**config.mk**
```make
export PLATFORM = sky130hd
export DESIGN_NAME = uart_cmd_if_flat
export DESIGN_NICKNAME = d
export VERILOG_FILES = /design/src/rtl/uart_cmd_pkg.sv /design/src/rtl/uart_cmd_if_if.sv /design/src/rtl/uart_tx.sv /design/src/rtl/uart_cmd_if.sv /design/src/flat_wrapper.sv
export SDC_FILE = /design/constraint.sdc
export NUM_CORES = 1
export LEC_CHECK = 0
export CAP_MARGIN = 20
export CORE_MARGIN = 2
export CORE_UTILIZATION = 48
export CTS_CLUSTER_DIAMETER = 120
export DETAILED_ROUTE_END_ITERATION = 12
export HOLD_SLACK_MARGIN = 0.06
export PLACE_DENSITY = 0.7
export SYNTH_ARGS = -nofsm -noshare
export SYNTH_HDL_FRONTEND = slang
export SYNTH_SLANG_ARGS = --single-unit
```
**constraint.sdc**
```tcl
create_clock -name clk -period 2.5 [get_ports clk]
set_input_delay 0.5 -clock clk [delete_from_list [all_inputs] [get_ports clk]]
set_output_delay 0.5 -clock clk [all_outputs]
set_load 0.02 [all_outputs]
```
**src/rtl/uart_cmd_pkg.sv**
```systemverilog
// uart_cmd_pkg: shared types and constants for the UART command front end.
//   rx_state_t  - RX deserializer states
//   tx_state_t  - TX serializer states
//   cmd_state_t - byte-pair command assembly states
//   DATA_BITS   - bits per UART character
//   half_bit()  - wait (in cycles) from start-bit edge to mid-start-bit sample
package uart_cmd_pkg;

    localparam int DATA_BITS = 8;
    localparam int BIT_W     = $clog2(DATA_BITS);

    typedef enum logic [1:0] {
        RX_IDLE,
        RX_START,
        RX_DATA,
        RX_STOP
    } rx_state_t;

    typedef enum logic [1:0] {
        TX_IDLE,
        TX_START,
        TX_DATA,
        TX_STOP
    } tx_state_t;

    typedef enum logic [1:0] {
        WAIT_HIGH,
        WAIT_LOW,
        CMD_VALID
    } cmd_state_t;

    function automatic int half_bit(input int baud_div);
        return baud_div / 2;
    endfunction

endpackage

```
**src/rtl/uart_cmd_if_if.sv**
```systemverilog
// uart_cmd_if_if: command/response handshake between the UART front end and
// the command/config block.
//   cmd[15:0]    - assembled command (front end -> consumer)
//   cmd_rdy      - cmd valid and held stable
//   clr_cmd_rdy  - consumer releases the command
//   resp[7:0]    - byte to transmit (consumer -> front end)
//   send_resp    - request transmission of resp
//   resp_sent    - one-cycle pulse when the stop bit completes
// Modports: master = UART front end, slave = command/config block.
import uart_cmd_pkg::*;

interface uart_cmd_if_if;
    logic [2*DATA_BITS-1:0] cmd;
    logic                   cmd_rdy;
    logic                   clr_cmd_rdy;
    logic [DATA_BITS-1:0]   resp;
    logic                   send_resp;
    logic                   resp_sent;

    modport master (
        output cmd, cmd_rdy, resp_sent,
        input  clr_cmd_rdy, resp, send_resp
    );

    modport slave (
        input  cmd, cmd_rdy, resp_sent,
        output clr_cmd_rdy, resp, send_resp
    );
endinterface

```
**src/rtl/uart_tx.sv**
```systemverilog
// uart_tx: 8N1 serializer.
//   clk, rst   - system clock, synchronous active-high reset
//   resp       - byte to send, captured when send_resp is accepted in IDLE
//   send_resp  - transmit request, ignored unless IDLE
//   TX         - serial line, idle high
//   resp_sent  - one-cycle pulse in the cycle the FSM re-enters IDLE
import uart_cmd_pkg::*;

module uart_tx #(
    parameter int BAUD_DIV = 1736
) (
    input  logic                 clk,
    input  logic                 rst,
    input  logic [DATA_BITS-1:0] resp,
    input  logic                 send_resp,
    output logic                 TX,
    output logic                 resp_sent
);
    localparam int               CNT_W    = $clog2(BAUD_DIV);
    localparam logic [CNT_W-1:0] CNT_LAST = CNT_W'(BAUD_DIV - 1);
    localparam logic [BIT_W-1:0] BIT_LAST = BIT_W'(DATA_BITS - 1);

    tx_state_t            state, state_next;
    logic [CNT_W-1:0]     cnt;
    logic [BIT_W-1:0]     bit_idx;
    logic [DATA_BITS-1:0] shift;
    logic                 bit_done;

    assign bit_done = (cnt == CNT_LAST);

    always_ff @(posedge clk) begin
        if (rst) state <= TX_IDLE;
        else     state <= state_next;
    end

    always_comb begin
        state_next = state;
        case (state)
            TX_IDLE:  if (send_resp) state_next = TX_START;
            TX_START: if (bit_done)  state_next = TX_DATA;
            TX_DATA:  if (bit_done && bit_idx == BIT_LAST) state_next = TX_STOP;
            TX_STOP:  if (bit_done)  state_next = TX_IDLE;
            default:  state_next = TX_IDLE;
        endcase
    end

    // Line level is a pure function of state, so a reset returns TX high
    // in the very next cycle.
    always_comb begin
        case (state)
            TX_START: TX = 1'b0;
            TX_DATA:  TX = shift[0];
            default:  TX = 1'b1;
        endcase
    end

    always_ff @(posedge clk) begin
        if (rst) begin
            cnt       <= '0;
            bit_idx   <= '0;
            resp_sent <= 1'b0;
        end else begin
            resp_sent <= (state == TX_STOP) && bit_done;
            if (state == TX_IDLE || bit_done) cnt <= '0;
            else                              cnt <= cnt + 1'b1;
            if (state == TX_DATA && bit_done) bit_idx <= bit_idx + 1'b1;
        end
    end

    always_ff @(posedge clk) begin
        if (state == TX_IDLE && send_resp)
            shift <= resp;
        else if (state == TX_DATA && bit_done)
            shift <= {1'b0, shift[DATA_BITS-1:1]};
    end

endmodule

```
**src/rtl/uart_cmd_if.sv**
```systemverilog
// uart_cmd_if: host-side serial front end. Deserializes RX into bytes, pairs
// them into a 16-bit command held under a cmd_rdy/clr_cmd_rdy handshake, and
// serializes response bytes onto TX through uart_tx.
//   clk, rst - system clock, synchronous active-high reset
//   RX       - asynchronous serial input, idle high
//   TX       - serial output, idle high
//   bus      - uart_cmd_if_if.master (cmd, cmd_rdy, clr_cmd_rdy, resp,
//              send_resp, resp_sent)
// Build option: define CMD_TIMEOUT_EN to abandon a lone high byte after
// TIMEOUT_CYCLES without a second byte.
import uart_cmd_pkg::*;

module uart_cmd_if #(
    parameter int BAUD_DIV       = 1736,
    parameter int TIMEOUT_CYCLES = 55552
) (
    input  logic           clk,
    input  logic           rst,
    input  logic           RX,
    output logic           TX,
    uart_cmd_if_if.master  bus
);
    localparam int               CNT_W     = $clog2(BAUD_DIV);
    localparam logic [CNT_W-1:0] CNT_LAST  = CNT_W'(BAUD_DIV - 1);
    localparam logic [CNT_W-1:0] HALF_LAST = CNT_W'(half_bit(BAUD_DIV) - 1);
    localparam logic [BIT_W-1:0] BIT_LAST  = BIT_W'(DATA_BITS - 1);

    // ---------------- RX deserializer ----------------
    logic                 rx_s1, rx_s2, rx_prev;
    rx_state_t            rx_state, rx_next;
    logic [CNT_W-1:0]     rx_cnt;
    logic [BIT_W-1:0]     rx_bit;
    logic [DATA_BITS-1:0] rx_shift;
    logic                 rx_tick, rx_fall, rx_rdy;

    always_ff @(posedge clk) begin
        if (rst) begin
            rx_s1   <= 1'b1;
            rx_s2   <= 1'b1;
            rx_prev <= 1'b1;
        end else begin
            rx_s1   <= RX;
            rx_s2   <= rx_s1;
            rx_prev <= rx_s2;
        end
    end

    assign rx_fall = rx_prev & ~rx_s2;
    // START only waits half a bit so every later sample lands mid-bit.
    assign rx_tick = (rx_state == RX_START) ? (rx_cnt == HALF_LAST)
                                            : (rx_cnt == CNT_LAST);

    always_ff @(posedge clk) begin
        if (rst) rx_state <= RX_IDLE;
        else     rx_state <= rx_next;
    end

    always_comb begin
        rx_next = rx_state;
        case (rx_state)
            RX_IDLE:  if (rx_fall) rx_next = RX_START;
            RX_START: if (rx_tick) rx_next = rx_s2 ? RX_IDLE : RX_DATA;
            RX_DATA:  if (rx_tick && rx_bit == BIT_LAST) rx_next = RX_STOP;
            RX_STOP:  if (rx_tick) rx_next = RX_IDLE;
            default:  rx_next = RX_IDLE;
        endcase
    end

    // Combinational so the command FSM captures on the stop-sample edge.
    always_comb begin
        rx_rdy = (rx_state == RX_STOP) && rx_tick && rx_s2;
    end

    always_ff @(posedge clk) begin
        if (rst) begin
            rx_cnt <= '0;
            rx_bit <= '0;
        end else begin
            if (rx_state == RX_IDLE || rx_tick) rx_cnt <= '0;
            else                                rx_cnt <= rx_cnt + 1'b1;
            if (rx_state == RX_IDLE)                rx_bit <= '0;
            else if (rx_state == RX_DATA && rx_tick) rx_bit <= rx_bit + 1'b1;
        end
    end

    always_ff @(posedge clk) begin
        if (rx_state == RX_DATA && rx_tick)
            rx_shift <= {rx_s2, rx_shift[DATA_BITS-1:1]};
    end

    // ---------------- Command assembly ----------------
    cmd_state_t             cmd_state, cmd_next;
    logic [2*DATA_BITS-1:0] cmd_reg;
    logic                   timeout;

`ifdef CMD_TIMEOUT_EN
    localparam int              TO_W    = $clog2(TIMEOUT_CYCLES + 1);
    localparam logic [TO_W-1:0] TO_LAST = TO_W'(TIMEOUT_CYCLES - 1);
    logic [TO_W-1:0]      to_cnt;
    logic [DATA_BITS-1:0] hi_byte;

    // Restarts on every entry to WAIT_LOW because it is held at zero elsewhere.
    always_ff @(posedge clk) begin
        if (rst || cmd_state != WAIT_LOW) to_cnt <= '0;
        else                              to_cnt <= to_cnt + 1'b1;
    end
    assign timeout = (cmd_state == WAIT_LOW) && (to_cnt == TO_LAST);

    // High byte is staged so an abandoned pair leaves cmd untouched.
    always_ff @(posedge clk) begin
        if (cmd_state == WAIT_HIGH && rx_rdy) hi_byte <= rx_shift;
    end
`else
    // Parameter is kept so both builds instantiate identically.
    logic unused_timeout;
    assign unused_timeout = (TIMEOUT_CYCLES != 0);
    assign timeout        = 1'b0;
`endif

    always_ff @(posedge clk) begin
        if (rst) cmd_state <= WAIT_HIGH;
        else     cmd_state <= cmd_next;
    end

    always_comb begin
        cmd_next = cmd_state;
        case (cmd_state)
            WAIT_HIGH: if (rx_rdy) cmd_next = WAIT_LOW;
            WAIT_LOW: begin
                if (rx_rdy)       cmd_next = CMD_VALID;
                else if (timeout) cmd_next = WAIT_HIGH;
            end
            // Any rx_rdy here, including one coincident with the clear, is dropped.
            CMD_VALID: if (bus.clr_cmd_rdy) cmd_next = WAIT_HIGH;
            default:   cmd_next = WAIT_HIGH;
        endcase
    end

    always_comb begin
        bus.cmd_rdy = (cmd_state == CMD_VALID);
        bus.cmd     = cmd_reg;
    end

    always_ff @(posedge clk) begin
        if (rst) begin
            cmd_reg <= '0;
        end else if (rx_rdy) begin
            case (cmd_state)
`ifdef CMD_TIMEOUT_EN
                WAIT_LOW:  cmd_reg <= {hi_byte, rx_shift};
`else
                WAIT_HIGH: cmd_reg[2*DATA_BITS-1:DATA_BITS] <= rx_shift;
                WAIT_LOW:  cmd_reg[DATA_BITS-1:0]           <= rx_shift;
`endif
                default: ;
            endcase
        end
    end

    // ---------------- TX serializer ----------------
    uart_tx #(.BAUD_DIV(BAUD_DIV)) u_tx (
        .clk       (clk),
        .rst       (rst),
        .resp      (bus.resp),
        .send_resp (bus.send_resp),
        .TX        (TX),
        .resp_sent (bus.resp_sent)
    );

endmodule

```
**src/flat_wrapper.sv**
```systemverilog
// flat-port wrapper written by rule: the top's interface ports become plain ports
module uart_cmd_if_flat 
#(
    parameter int BAUD_DIV       = 1736,
    parameter int TIMEOUT_CYCLES = 55552
)
  (clk, rst, RX, TX, bus_cmd, bus_cmd_rdy, bus_resp_sent, bus_clr_cmd_rdy, bus_resp, bus_send_resp);
  uart_cmd_if_if bus_i ();
  input  logic clk;
  input  logic rst;
  input  logic RX;
  output logic TX;
  output wire logic [$bits(bus_i.cmd)-1:0] bus_cmd;
  output wire logic [$bits(bus_i.cmd_rdy)-1:0] bus_cmd_rdy;
  output wire logic [$bits(bus_i.resp_sent)-1:0] bus_resp_sent;
  input wire logic [$bits(bus_i.clr_cmd_rdy)-1:0] bus_clr_cmd_rdy;
  input wire logic [$bits(bus_i.resp)-1:0] bus_resp;
  input wire logic [$bits(bus_i.send_resp)-1:0] bus_send_resp;
  assign bus_cmd = bus_i.cmd;
  assign bus_cmd_rdy = bus_i.cmd_rdy;
  assign bus_resp_sent = bus_i.resp_sent;
  assign bus_i.clr_cmd_rdy = bus_clr_cmd_rdy;
  assign bus_i.resp = bus_resp;
  assign bus_i.send_resp = bus_send_resp;
  uart_cmd_if #(.BAUD_DIV(BAUD_DIV), .TIMEOUT_CYCLES(TIMEOUT_CYCLES)) u_core (.clk(clk), .rst(rst), .RX(RX), .TX(TX), .bus(bus_i));
endmodule
```
# Yosys cells after proc, flatten, opt, wreduce, memory -nomap -nowiden
# Cells that the tools add are included.
word_totals:
  output_inout_bits: 19
  latch_bits: 0
  in_bits: 13
  ramBits: 0
  mem_bits_ro: 0
  wordCells: 86
  mem_count: 0
  register_bits: 70
op_classes:
  n_bitwise: 2
  n_div: 0
  muxes: 19
  n_addsub: 4
  eq_ne: 24
  n_reduce_logical: 22
  order_cmp: 0
  n_mul: 0
  shift: 0
op_table:
  columns: ["operator", "n"]
  rows:
  - ["two-way mux 2 bit", 12]
  - ["adder 11 x 1 -> 11 bit (second input constant)", 2]
  - ["equality test 11 bit (second input constant)", 2]
  - ["two-way mux 8 bit", 2]
  - ["one-hot mux 2 bit (4 select lines)", 2]
  - ["inequality test 2 x 1 -> 1 bit (second input constant)", 7]
  - ["equality test 11 x 10 -> 1 bit (second input constant)", 1]
  - ["equality test 2 bit (second input constant)", 5]
  - ["logical AND 1 bit", 8]
  - ["inequality test 2 bit (second input constant)", 4]
  - ["AND reduction 4 bit", 2]
  - ["adder 3 x 1 -> 3 bit (second input constant)", 2]
  - ["equality test 2 x 1 -> 1 bit (second input constant)", 3]
  - ["equality test 3 bit (second input constant)", 2]
  - ["logical NOT 2 bit", 3]
  - ["one-hot mux 2 bit (3 select lines)", 1]
  - ["OR reduction 2 bit", 3]
  - ["AND reduction 2 bit", 2]
  - ["AND reduction 3 bit", 1]
  - ["logical OR 1 bit", 2]
  - ["one-hot mux 1 bit (2 select lines)", 1]
  - ["nonzero test 2 bit", 1]
  - ["AND 1 bit", 1]
  - ["two-way mux 1 bit", 1]
  - ["inverter 1 bit", 1]

# Depth between registers and ports, before layout
depth:
  word_depth: 6
  mapped_depth: 7
  mapped_depth_nobuf: 6

# Modules after synthesis
# A second synthesis with hierarchy kept.
unflattened:
  hier_cells: 279
  area_unflattened_um2: 2971.6
modules_own_cells:
  columns: ["module", "instances", "cells_per_inst", "area_each_um2", "seq_area_each_um2"]
  rows:
  - ["uart_cmd_if", 1, 172, 1815.5, 980.9]
  - ["uart_tx", 1, 107, 1156.1, 580.6]

# Least setup slack after synthesis
# OpenSTA, ideal clock, no wires.
synth_path:
  path_type: "register to register"
  from: "reg u_core.rx_cnt[0]"
  to: "reg u_core.rx_shift[0] (enable)"
  path_slack_ns: 0.246
  path_buffers: 1
  stages_incl_launch_ff: 7
  t_arrival_ns: 1.922
  period_less_slack_ns: 2.254
  setup_time_ns: 0.332
  t_required_ns: 2.168
  path_cell_list: "dfxtp_1 ha_1 nand2_1 or4_1 a21oi_1 clkbuf_1 and3b_1"
synth_between:
  elab_chain_cells: 3
  elab_cells_between_ends: 4
  classes_between: "eq/ne (2); mux (1); reduce/logical (1)"
synth_rtl:
  columns: ["item", "line", "source"]
  rows:
  - ["start: declaration", "uart_cmd_if.sv:31", "logic [CNT_W-1:0] rx_cnt;"]
  - ["start signal: assignment", "uart_cmd_if.sv:80", "else rx_cnt <= rx_cnt + 1'b1;"]
  - ["equality test 11 bit / equality test 11 x 10 -> 1 bit (equally long branches)", "uart_cmd_if.sv:51, uart_cmd_if.sv:50", null]
  - ["two-way mux 1 bit *", "uart_cmd_if.sv:50", "assign rx_tick = (rx_state == RX_START) ? (rx_cnt == HALF_LAST)"]
  - ["logical AND 1 bit *", "uart_cmd_if.sv:87", "if (rx_state == RX_DATA && rx_tick)"]
  - ["end signal: assignment", "uart_cmd_if.sv:88", "rx_shift <= {rx_s2, rx_shift[DATA_BITS-1:1]};"]
  - ["end: declaration", "uart_cmd_if.sv:33", "logic [DATA_BITS-1:0] rx_shift;"]
# Every way passes the cells marked *; elsewhere a longest branch is shown, timed or not.
# A chain may end at the register's enable or synchronous reset.

# Worst setup path in the final report
layout_path:
  from: "reg u_core.u_tx.state[0]"
  to: "out TX"
layout_between:
  elab_chain_cells: 2
  elab_cells_between_ends: 3
  classes_between: "eq/ne (2); mux (1)"
layout_rtl:
  columns: ["item", "line", "source"]
  rows:
  - ["start: declaration", "uart_tx.sv:23", "tx_state_t state, state_next;"]
  - ["start signal: assignment", "uart_tx.sv:33", "else state <= state_next;"]
  - ["equality test 2 bit / equality test 2 x 1 -> 1 bit (equally long branches)", "uart_tx.sv:50", "case (state)"]
  - ["one-hot mux 1 bit (2 select lines) *", "uart_tx.sv:50", null]
  - ["end: declaration", "flat_wrapper.sv:12", "output logic TX;"]
# Marked as above.

==> run metrics <==
Synth Area in XOR/XNOR 0.0569; Synth Warn # 0; Synth area leader dfxtp_1; post-synthesis sequential area ratio 0.534; Layout area overhead 23.4%; most frequent cells in the layout 54 x nor2_1, 54 x dfxtp_1, 31 x clkdlybuf4s50_1; max-cap violations 0; post-synthesis compound-gate area fraction 0.0479; critical path class reg -> out; VDD IR max 0.524 mV; Placer Congestion 0.770; fillers between 400 and 500; Adder-Cell Fraction of Synth Area 0.0471; GRT Total Usage 0.171; CTS Buf Count 9; min Tclk post-route around 2400 ps; mux contribution to synthesized area 0.0954; Worst-Margin Slew approximately 530 ps; nets@finish 338; Peak Freq 420 MHz; Critical Path End Type primary output; outcome finished, final reports clean; TritonRoute pass-1 iters 7; mapped cell area slightly below 0.003 mm^2; Vias/cell just over 5; first-pass GRT wire length ~8500 um; pin count of the biggest net entering global routing 18; Synth area leaders dfxtp_1 37%, edfxtp_1 16%, nor2_1 6.9%; Post-Syn Nets slightly below 300; Starting Density 0.494; Final Hold Fails 0; Core Box Area just under 0.006 mm^2; Post-Syn Instances approximately 270; Simple-Gate Fraction of Synth Area 0.196; Max Root-Sink Buffers 2; crit path launch type register; maximum fanout along the worst path 6; leakage power ~1.3 nW; Worst-path clk slew 70 ps; initial antenna violation count 0; DIE WIDTH roughly 82 um; Data required, critical path roughly 2000 ps; Worst EP arrival ~1900 ps; Starting DRT DRC Count between 80 and 90; skew final about 10 ps; dpl hpwl around 3400 um; flop2flop setup slack between 200 and 300 ps; diodes inserted 0; Synth Register Bits 70; Final ANT Viol Nets 0; final critical-path share of the clock period 0.952; drt wl/cell between 10 and 15 um; largest family of logic cells by synthesized area simple AND/OR/NAND/NOR gates; Die Height ~80 um; # rows 28; number of global-route vias before repair 1836; RSZ-0062 raised after global routing false; H-tree Lvls 3; relative slew slack 0.649; Clock Sinks 70; share of post-route cells with drive strength above 1 0.113; later-pin clock latency in the skew report around 340 ps; post-synth top area share 0.370; Overflow after GRT 0; DRC Markers 0; via count 1985; cts hold-fix bufs 0; TNS Setup 0 ps; post-cts repair resize count 0; worst min path class reg -> reg; total setup buffers inserted after CTS 0; drt total wl roughly 5000 um; count of cell types in the netlist 36; num ports 32; max FFs per register 16; input/output buffers 31; pre-CTS WS roughly 300 ps; setup ws final 121 ps; CTS tree done; syn_area_per_cell approximately 11 um^2; Clock Tree Root clkbuf_8; pwr dens slightly below 800 mW/mm^2; # setup viols final 0; die area around 0.0067 mm^2; Slew Limit Fails 0
[final cells by class]
| class | instances | area [um^2] | area share |
|---|---|---|---|
| clock buffers | 10 | 128 | 0.0354 |
| clock inverters | 6 | 134 | 0.0371 |
| inverters | 8 | 30.0 | 0.00832 |
| multi-input cells | 187 | 1300 | 0.360 |
| flip-flops and latches | 70 | 1560 | 0.433 |
| well taps | 75 | 93.8 | 0.0260 |
| repair buffers | 38 | 363 | 0.101 |
[cells by family after synthesis]
logic type,Yosys count
AOI/OAI and AO/OA,14
xor gates and xnor gates,19
adders and majority gates,11
buffers and inverters,17
DFF,70
muxes,27
and+or+nand+nor,116
[worst max-delay path, cell delays in order, from the launching register on]
cell and delay (ps):
dfxtp_1 390, inv_1 90, ha_1 270, o21ai_0 160
clkdlybuf4s50_1 630
[Yosys cell counts, drive strengths merged]
cell,number
nor3b,3
inv,8
nor2,54
mux2i,20
nand2b,1
clkbuf,8
dfxtp,54
a2bb2o,1
ha,11
a2111oi,2
a21oi,3
nand4bb,1
nand4b,4
and3b,1
and3,7
a21bo,1
nand3b,4
a221oi,1
or2,3
xnor2,10
a211oi,1
mux2,7
o21ai,1
nand3,10
nor4b,1
or4,3
xor2,9
a31oi,3
or3,2
buf,1
nand2,16
nor2b,1
a222oi,1
nand4,5
edfxtp,16
[metal layers]
layer,global-route usage,vias up,part of all wire
li1,-,1028,-
met1,0.234,929,0.53
met2,0.245,22,0.42
met3,0.0692,6,0.033
met4,0.0600,0,0.015
met5,0,-,0
[through the flow]
step / instance area (um^2) / cells / hold WS, ps / util / power (mW)
2_1_floorplan: 2920 / 274 / 389 / - / 1.57
3_5_place_dp: 3350 / 378 / 398 / 0.565 / 1.69
6_report: 3610 / 394 / 412 / 0.609 / 2.83
4_1_cts: 3610 / 394 / 415 / 0.609 / 2.86
3_3_place_gp: 3350 / 378 / 397 / 0.565 / 1.68
5_1_grt: 3610 / 394 / 425 / 0.609 / 2.96
[power by group]
| part | total, mW | internal (mW) | switching (mW) |
|---|---|---|---|
| combinational | 0.365 | 0.172 | 0.193 |
| sequential | 1.29 | 1.25 | 0.0381 |
| clock | 1.17 | 0.764 | 0.407 |
| total | 2.83 | 2.19 | 0.639 |
[worst paths after layout]
| kind | from | to | depth (start not counted) |
|---|---|---|---|
| worst min register to register | u_core.rx_s1 | u_core.rx_s2 | 1 |
| worst max-delay path | u_core.u_tx.state[0] | TX | 4 |
| worst min-delay path | u_core.rx_s1 | u_core.rx_s2 | 1 |
| worst max register to register | u_core.rx_cnt[0] | u_core.rx_cnt[8] | 7 |
Power figures use the tool's default switching activity.
